[src/rtl/mavg_filter_mc.sv]
// Multi-channel moving-average filter: per-channel history ring and running sum,
// power-of-two window selected at reset/flush, one-deep registered valid/ready output.
module mavg_filter_mc #(
  parameter int DATA_W         = 16,
  parameter int CHANNELS       = 4,
  parameter int MAX_LOG2_DEPTH = 5,
  parameter int CH_W           = (CHANNELS > 1) ? $clog2(CHANNELS) : 1
) (
  input  logic                     clk,
  input  logic                     reset,
  input  logic [2:0]               win_log2,
  input  logic                     flush,
  input  logic                     s_valid,
  output logic                     s_ready,
  input  logic signed [DATA_W-1:0] s_data,
  input  logic [CH_W-1:0]          s_chan,
  output logic                     m_valid,
  input  logic                     m_ready,
  output logic signed [DATA_W-1:0] m_data,
  output logic [CH_W-1:0]          m_chan,
  output logic                     err_chan
);

  localparam int DEPTH = 2 ** MAX_LOG2_DEPTH;
  localparam int PW    = MAX_LOG2_DEPTH;
  localparam int SUM_W = DATA_W + MAX_LOG2_DEPTH;
  localparam logic [2:0]    WIN_MAX = 3'((MAX_LOG2_DEPTH > 7) ? 7 : MAX_LOG2_DEPTH);
  localparam logic [CH_W:0] CH_LIM  = (CH_W + 1)'(CHANNELS);

  logic signed [DATA_W-1:0] ring_q   [CHANNELS][DEPTH];
  logic        [PW-1:0]     wr_ptr_q [CHANNELS];
  logic        [PW:0]       cnt_q    [CHANNELS];
  logic signed [SUM_W-1:0]  sum_q    [CHANNELS];

  logic [2:0]               win_q, win_d;
  logic                     m_valid_q, m_valid_d;
  logic signed [DATA_W-1:0] m_data_q, m_data_d;
  logic [CH_W-1:0]          m_chan_q, m_chan_d;
  logic                     err_q, err_d;

  logic                     clr_s, acc_s, chan_ok_s, acc_ok_s, full_s;
  logic [CH_W-1:0]          ch_idx_s;
  logic [PW:0]              win_size_s;
  logic [PW-1:0]            rd_idx_s;
  logic signed [DATA_W-1:0] oldest_s;
  logic signed [SUM_W-1:0]  sum_nx_s;

  assign clr_s    = reset || flush;
  assign s_ready  = !clr_s && (!m_valid_q || m_ready);
  assign acc_s    = s_valid && s_ready;
  assign m_valid  = m_valid_q;
  assign m_data   = m_data_q;
  assign m_chan   = m_chan_q;
  assign err_chan = err_q;

  // Datapath for the addressed channel: evict the sample leaving the window once it is full.
  always_comb begin
    chan_ok_s  = ({1'b0, s_chan} < CH_LIM);
    acc_ok_s   = acc_s && chan_ok_s;
    ch_idx_s   = chan_ok_s ? s_chan : '0;
    win_size_s = (PW + 1)'(1) << win_q;
    rd_idx_s   = wr_ptr_q[ch_idx_s] - win_size_s[PW-1:0];
    full_s     = (cnt_q[ch_idx_s] == win_size_s);
    oldest_s   = full_s ? ring_q[ch_idx_s][rd_idx_s] : '0;
    sum_nx_s   = sum_q[ch_idx_s]
               + {{MAX_LOG2_DEPTH{s_data[DATA_W-1]}}, s_data}
               - {{MAX_LOG2_DEPTH{oldest_s[DATA_W-1]}}, oldest_s};
    win_d      = (win_log2 > WIN_MAX) ? WIN_MAX : win_log2;
  end

  // Output register and sticky error next-state.
  always_comb begin
    m_valid_d = m_valid_q;
    m_data_d  = m_data_q;
    m_chan_d  = m_chan_q;
    err_d     = err_q;
    if (acc_ok_s) begin
      m_valid_d = 1'b1;
      m_data_d  = DATA_W'(sum_nx_s >>> win_q);
      m_chan_d  = s_chan;
    end else if (m_ready) begin
      m_valid_d = 1'b0;
    end else begin
      m_valid_d = m_valid_q;
    end
    if (acc_s && !chan_ok_s) begin
      err_d = 1'b1;
    end else begin
      err_d = err_q;
    end
  end

  // Control state; reset and flush share the clear path and both reload the window.
  always_ff @(posedge clk) begin
    if (clr_s) begin
      for (int i = 0; i < CHANNELS; i++) begin
        sum_q[i]    <= '0;
        cnt_q[i]    <= '0;
        wr_ptr_q[i] <= '0;
      end
      win_q     <= win_d;
      m_valid_q <= 1'b0;
      m_data_q  <= '0;
      m_chan_q  <= '0;
      err_q     <= 1'b0;
    end else begin
      m_valid_q <= m_valid_d;
      m_data_q  <= m_data_d;
      m_chan_q  <= m_chan_d;
      err_q     <= err_d;
      if (acc_ok_s) begin
        sum_q[ch_idx_s]    <= sum_nx_s;
        wr_ptr_q[ch_idx_s] <= wr_ptr_q[ch_idx_s] + PW'(1);
        cnt_q[ch_idx_s]    <= full_s ? cnt_q[ch_idx_s] : cnt_q[ch_idx_s] + (PW + 1)'(1);
      end
    end
  end

  // History storage is never cleared; the fill count hides stale entries.
  always_ff @(posedge clk) begin
    if (acc_ok_s) begin
      ring_q[ch_idx_s][wr_ptr_q[ch_idx_s]] <= s_data;
    end
  end

endmodule
[config.mk]
export PLATFORM = sky130hd
export DESIGN_NAME = mavg_filter_mc
export DESIGN_NICKNAME = d
export VERILOG_FILES = /design/src/rtl/mavg_filter_mc.sv
export SDC_FILE = /design/constraint.sdc
export NUM_CORES = 2
export LEC_CHECK = 0
export CORE_MARGIN = 4
export CORE_UTILIZATION = 42
export CTS_CLUSTER_DIAMETER = 30
export CTS_CLUSTER_SIZE = 40
export DETAILED_ROUTE_END_ITERATION = 12
export SYNTH_ARGS = -nofsm -noshare
export SYNTH_HDL_FRONTEND = slang
export SYNTH_SLANG_ARGS = --single-unit
[constraint.sdc]
create_clock -name clk -period 9.8 [get_ports clk]
set_input_delay 1.96 -clock clk [delete_from_list [all_inputs] [get_ports clk]]
set_output_delay 1.96 -clock clk [all_outputs]
set_load 0.05 [all_outputs]
=== Word-level counts from Yosys, hierarchy flattened ===
Memory sizes are Yosys's and may differ from the RTL's.
Cells that the tools add are included.

* Flip-flop bits (word level): 22
* Bits in writable memories: 2176
* Bits of input ports: 26
* Output and inout bits: 21
* Word-level logic and storage cells: 57
* Memories: 4

{| class="wikitable"
|+ Memories
! memory !! depth !! width !! read ports !! clocked after Yosys merged registers in !! write ports !! line !! text
|-
| ring_q || 4 || 512 || 1 || 0 || 1 || 30 || <nowiki>logic signed [DATA_W-1:0] ring_q [CHANNELS][DEPTH];</nowiki>
|-
| sum_q || 4 || 21 || 1 || 0 || 4 || 33 || <nowiki>logic signed [SUM_W-1:0] sum_q [CHANNELS];</nowiki>
|-
| cnt_q || 4 || 6 || 1 || 0 || 4 || 32 || <nowiki>logic [PW:0] cnt_q [CHANNELS];</nowiki>
|-
| wr_ptr_q || 4 || 5 || 1 || 0 || 4 || 31 || <nowiki>logic [PW-1:0] wr_ptr_q [CHANNELS];</nowiki>
|}

* $add $sub $neg: 5
* Order comparisons: 4
* Equal/unequal tests: 1
* Shift-type cells: 2
* Muxes and demuxes: 24
* Bitwise logic cells: 2
* Reductions and logical operators: 11

{| class="wikitable"
|+ Operators by type and width
! operator !! number
|-
| $mux 512 || 1
|-
| $bmux 16 s5 || 1
|-
| $demux 16 s5 || 1
|-
| $mux 16 || 4
|-
| $add 21x21->21 || 1
|-
| $mux 21 || 1
|-
| $reduce_or 21->1 || 1
|-
| $sshr 21x3->16 || 1
|-
| $sub 21x21->21 || 1
|-
| $ge 6x6->1 const B || 2
|-
| $mux 6 || 2
|-
| $not 5->6 || 2
|-
| $mux 1 || 10
|-
| $add 6x1->6 const B || 1
|-
| $eq 6x6->1 || 1
|-
| $lt 6x1->1 const B || 1
|-
| $mux 2 || 3
|-
| $reduce_or 6->1 || 1
|-
| $shl 1x3->6 const A || 1
|-
| $add 5x1->5 const B || 1
|-
| $mux 5 || 1
|-
| $reduce_or 5->1 || 1
|-
| $sub 5x5->5 || 1
|-
| $gt 3x3->1 const B || 1
|-
| 4 further kinds || 8
|}

=== Depth between registers and ports, before layout ===
* Depth in word-level cells: 9
* Depth in mapped cells: 31
* Depth with buffers taken out: 25

=== Least setup slack after synthesis ===
Ideal clock, no wire load.

* Kind: input to register
* Start: in s_chan[0]
* End: reg m_data_q[14] (netlist: m_data[14])
* Library setup time: 122 ps
* Arrival: 9065 ps
* Required time: 9678 ps
* Slack: 613 ps
* Cell stages on the path: 24
* Buffers on the path: 9
* Cells stage by stage: buf_6 -> buf_6 -> buf_2 -> buf_2 -> buf_2 -> mux4_2 -> inv_1 -> ha_1 -> buf_2 -> clkbuf_1 -> clkbuf_1 -> mux4_2 -> mux4_2 -> a22oi_1 -> fa_1 -> ha_1 -> clkbuf_1 -> a21o_1 -> a2111oi_0 -> o211ai_1 -> o211ai_1 -> nor2_1 -> o311a_1 -> a221o_1

* Longest elaborated chain between the ends: 9
* Elaborated cells on any way between the ends: 14
* Classes of those cells: add/sub: 3; eq/ne: 1; shift: 1; mux: 4; bitwise: 1; memory: 4

{| class="wikitable"
|+ Ends and longest elaborated chain
! element !! line !! text
|-
| start: declaration || 16 || <nowiki>input logic [CH_W-1:0] s_chan,</nowiki>
|-
| $mem_v2 4x5 || n/a ||
|-
| $sub 5x5->5 || 62 || <nowiki>rd_idx_s = wr_ptr_q[ch_idx_s] - win_size_s[PW-1:0];</nowiki>
|-
| $not 5->6 (not written as such) || 64 || <nowiki>oldest_s = full_s ? ring_q[ch_idx_s][rd_idx_s] : '0;</nowiki>
|-
| $bmux 16 s5 || 64 ||
|-
| $mux 16 (not written as such) (2 in a row) || 64 ||
|-
| $mux 16 || 64 ||
|-
| $sub 21x21->21 * || 67 || <nowiki>- {{MAX_LOG2_DEPTH{oldest_s[DATA_W-1]}}, oldest_s};</nowiki>
|-
| $sshr 21x3->16 * || 79 || <nowiki>m_data_d = DATA_W'(sum_nx_s >>> win_q);</nowiki>
|-
| end signal: assignment || 108 || <nowiki>m_data_q <= m_data_d;</nowiki>
|-
| end: declaration || 37 || <nowiki>logic signed [DATA_W-1:0] m_data_q, m_data_d;</nowiki>
|}

Mark *: on every way between the ends. The rest lies on a longest branch, timed or not. The select of a mux whose other input is x is not followed.
A chain may end at the register's enable or synchronous reset.

=== Final worst setup path ===
* Start: in s_chan[0]
* End: reg m_data_q[13] (netlist: m_data[13])

The elaborated chain is that of the path after synthesis.

==> results_dict.tcl <==
set metrics [dict create \
    tritoncts "done" \
    post-synth-top-area-cell "edfxtp_1" \
    synth.most_common_cell "edfxtp_1" \
    synthTopCellsByCount "edfxtp_1 (2,179), mux4_2 (706), nor2_1 (298)" \
    power_density_nw_per_um2 259 \
    antenna_found_initial 21 \
    worstSetupEndpointType "flip-flop" \
    cts_setup_buffers 0 \
    final_cell_area_sq_um 106000 \
    clk_latency_ns 0.97 \
    critical_path_class "input pin to flip-flop" \
    rsz0062_at_grt "false" \
    power.leakage_uw 0.0346 \
    rows 166 \
    netlist_area_sq_um 87200 \
    yosysWarnings 0 \
    ys_seq_area_frac 0.755 \
    drc_errors 0 \
    drive_above_1_share 0.358 \
    first_pass_iters 5 \
    cp_max_fo 65 \
    hold_viol_final 0 \
    port_buffers 45 \
    synth_nets 3957 \
    ys_types 61 \
    synthFlopType "edfxtp_1" \
    grtUsageTotal 0.206 \
    setup_tns_ns 0 \
    root_buffer "clkbuf_16" \
    num_vias 42900 \
    gp_congestion 0.812 \
    clkSlewWorstSetupHoldPaths_ns 0.05 \
    wl_mm 222 \
    finalSetupViolCount 0 \
    fmax_mhz 119 \
    worst-endpoint-required_ns 10.61 \
    period_minus_slack_ns 8.44 \
    dp_hpwl_mm 125 \
    synth_area_per_cell_sq_um 22.5 \
    drtAntennaViolNets 0 \
    core-area_sq_um 206000 \
    ys_ff_latch 2198 \
    grt_pass1_wl_mm 320 \
    start_util 0.424 \
    crit_arrival_ns 9.25 \
    ir_drop_uv 201 \
    cts.htree.levels 5 \
    die_area_sq_um 215000 \
    rr_startpoint "win_q[0]" \
    placed_area_sq_um 91800 \
    relSlewSlack 0.185 \
    worstReg2RegEnd "m_data[13]" \
    cap_viol_max_count 0 \
    wl_per_cell_um 30.2 \
    die_w_um 464 \
    fin_nets 4409 \
    start_kind "input pin" \
    tightest_slew_ns 1.22 \
    yosysTopAreaCellShare 0.751 \
    io_pins 47 \
    fin_crit_sh 0.861 \
    area_growth_pct 21.6 \
    clockBufferDepth 4 \
    grt_overflow_total 0 \
    vias_per_cell 5.83 \
    status "complete, no violations" \
    drv_slew 0 \
    fp.dieH_um 464 \
    startpoint "s_chan[0]" \
    ctsResizeCount 0 \
    total_power_uw 27500 \
    numCtsBuffers 425 \
    fin_worst_skew_ns 0.0660 \
    drt_iter0_markers 5029 \
    syn_inst 3879 \
    first_global_vias 43500 \
    r2r_cells 20 \
    cts.sinks 2198 \
    grt_max_degree 137 \
    ff2ff_setup_slack_ns 1.69 \
    synth-edff-count 2179 \
    synthArstFlopShare 0 \
    synthTopCellsByArea "edfxtp_1 (75%), mux4_2 (18%), nor2_1 (1.3%)" \
    endpoint "m_data[13]" \
    holdBufCountCts 0 \
    worst_hold_path_type "flip-flop to flip-flop" \
]
## metrics by stage
stage	util	instances	hold WS [ns]	worst slack [ns]
detailed placement	0.447	6592	0.453	0.578
global placement	0.447	6592	0.449	0.653
global route	0.516	7359	0.496	1.07
finish	0.516	7360	0.459	1.36
CTS	0.516	7358	0.461	1.56
floorplan	-	3879	0.678	0.613
## where the power goes
group,internal [uW],total [uW],switching (uW)
Combinational,1030,2770,1740
Clock,9500,14200,4740
Sequential,10400,10500,25.8
## flip-flops by register name (all words and copies together), names as in the netlist
name / flops
m_data: 16
m_valid: 1
sum_q: 84
ring_q: 2048
cnt_q: 24
wr_ptr_q: 20
win_q: 3
m_chan: 2
## cell families (layout without fill, tap and decap cells)
logic type                 after synthesis  in the layout  synth area share
xor gates and xnor gates                34             34           0.00342
other                                    1              3         0.0000430
muxes                                  724            724             0.185
buffers and inverters                  263           1054            0.0138
DFF                                   2198           2198             0.755
and+or+nand+nor                        462            462            0.0223
AOI/OAI and AO/OA                      145            145            0.0117
adders and majority gates               52             52           0.00927
## worst max-delay path: stages
cell	delay, ns
buf_8	0.29
mux4_2	0.40
inv_1	0.12
ha_4	0.18
fa_4	0.90
buf_12	0.43
mux4_2	0.52
mux4_2	0.54
a22oi_1	0.44
fa_1	0.52
ha_1	0.26
a211oi_1	0.37
o211ai_1	0.25
a21oi_1	0.34
o31ai_1	0.12
xnor2_1	0.65
a22oi_1	0.24
o211a_1	0.18
a2111o_1	0.37
## per-layer routing
layer / track usage / share of wire / vias to the layer above
met1: 0.298 / 0.41 / 23100
met2: 0.315 / 0.47 / 2067
li1: - / - / 17400
met3: 0.0486 / 0.088 / 338
met5: 0 / 0.00022 / -
met4: 0.0629 / 0.026 / 8
## worst min-delay path by stage
stage	startpoint	end	cells after the start
2_1_floorplan	m_chan[1]	m_chan[1]	2
3_3_place_gp	m_chan[1]	m_chan[1]	2
3_5_place_dp	m_chan[0]	m_chan[0]	2
4_1_cts	m_chan[0]	m_chan[0]	2
5_1_grt	m_chan[0]	m_chan[0]	2
6_report	m_chan[0]	m_chan[0]	2
## layout make-up
| cell class | instances | area [sq um] |
|---|---|---|
| repair buffers | 248 | 2130 |
| diodes | 2 | 5.00 |
| clock buffers | 464 | 10900 |
| flip-flops and latches | 2198 | 65800 |
| fillers | 15800 | 99600 |
| well taps | 2688 | 3360 |
| clock inverters | 302 | 3320 |
| multi-input cells | 1418 | 20400 |
| inverters | 40 | 150 |
## cells in the final DEF (no fill, tap or decap), types with 27 or more instances in the layout
master and instances:
buf_4 204, bufinv_16 58, clkbuf_1 35, clkbuf_16 429
clkdlybuf4s50_1 27, clkinv_1 55, clkinv_2 66, clkinv_4 30
clkinvlp_4 48, edfxtp_1 2179, ha_1 30, inv_1 40
inv_6 39, mux4_2 706, nand2_1 54, nand3_1 43
nor2_1 250, nor2_2 46
No activity file was read; power rests on OpenSTA's default activity.
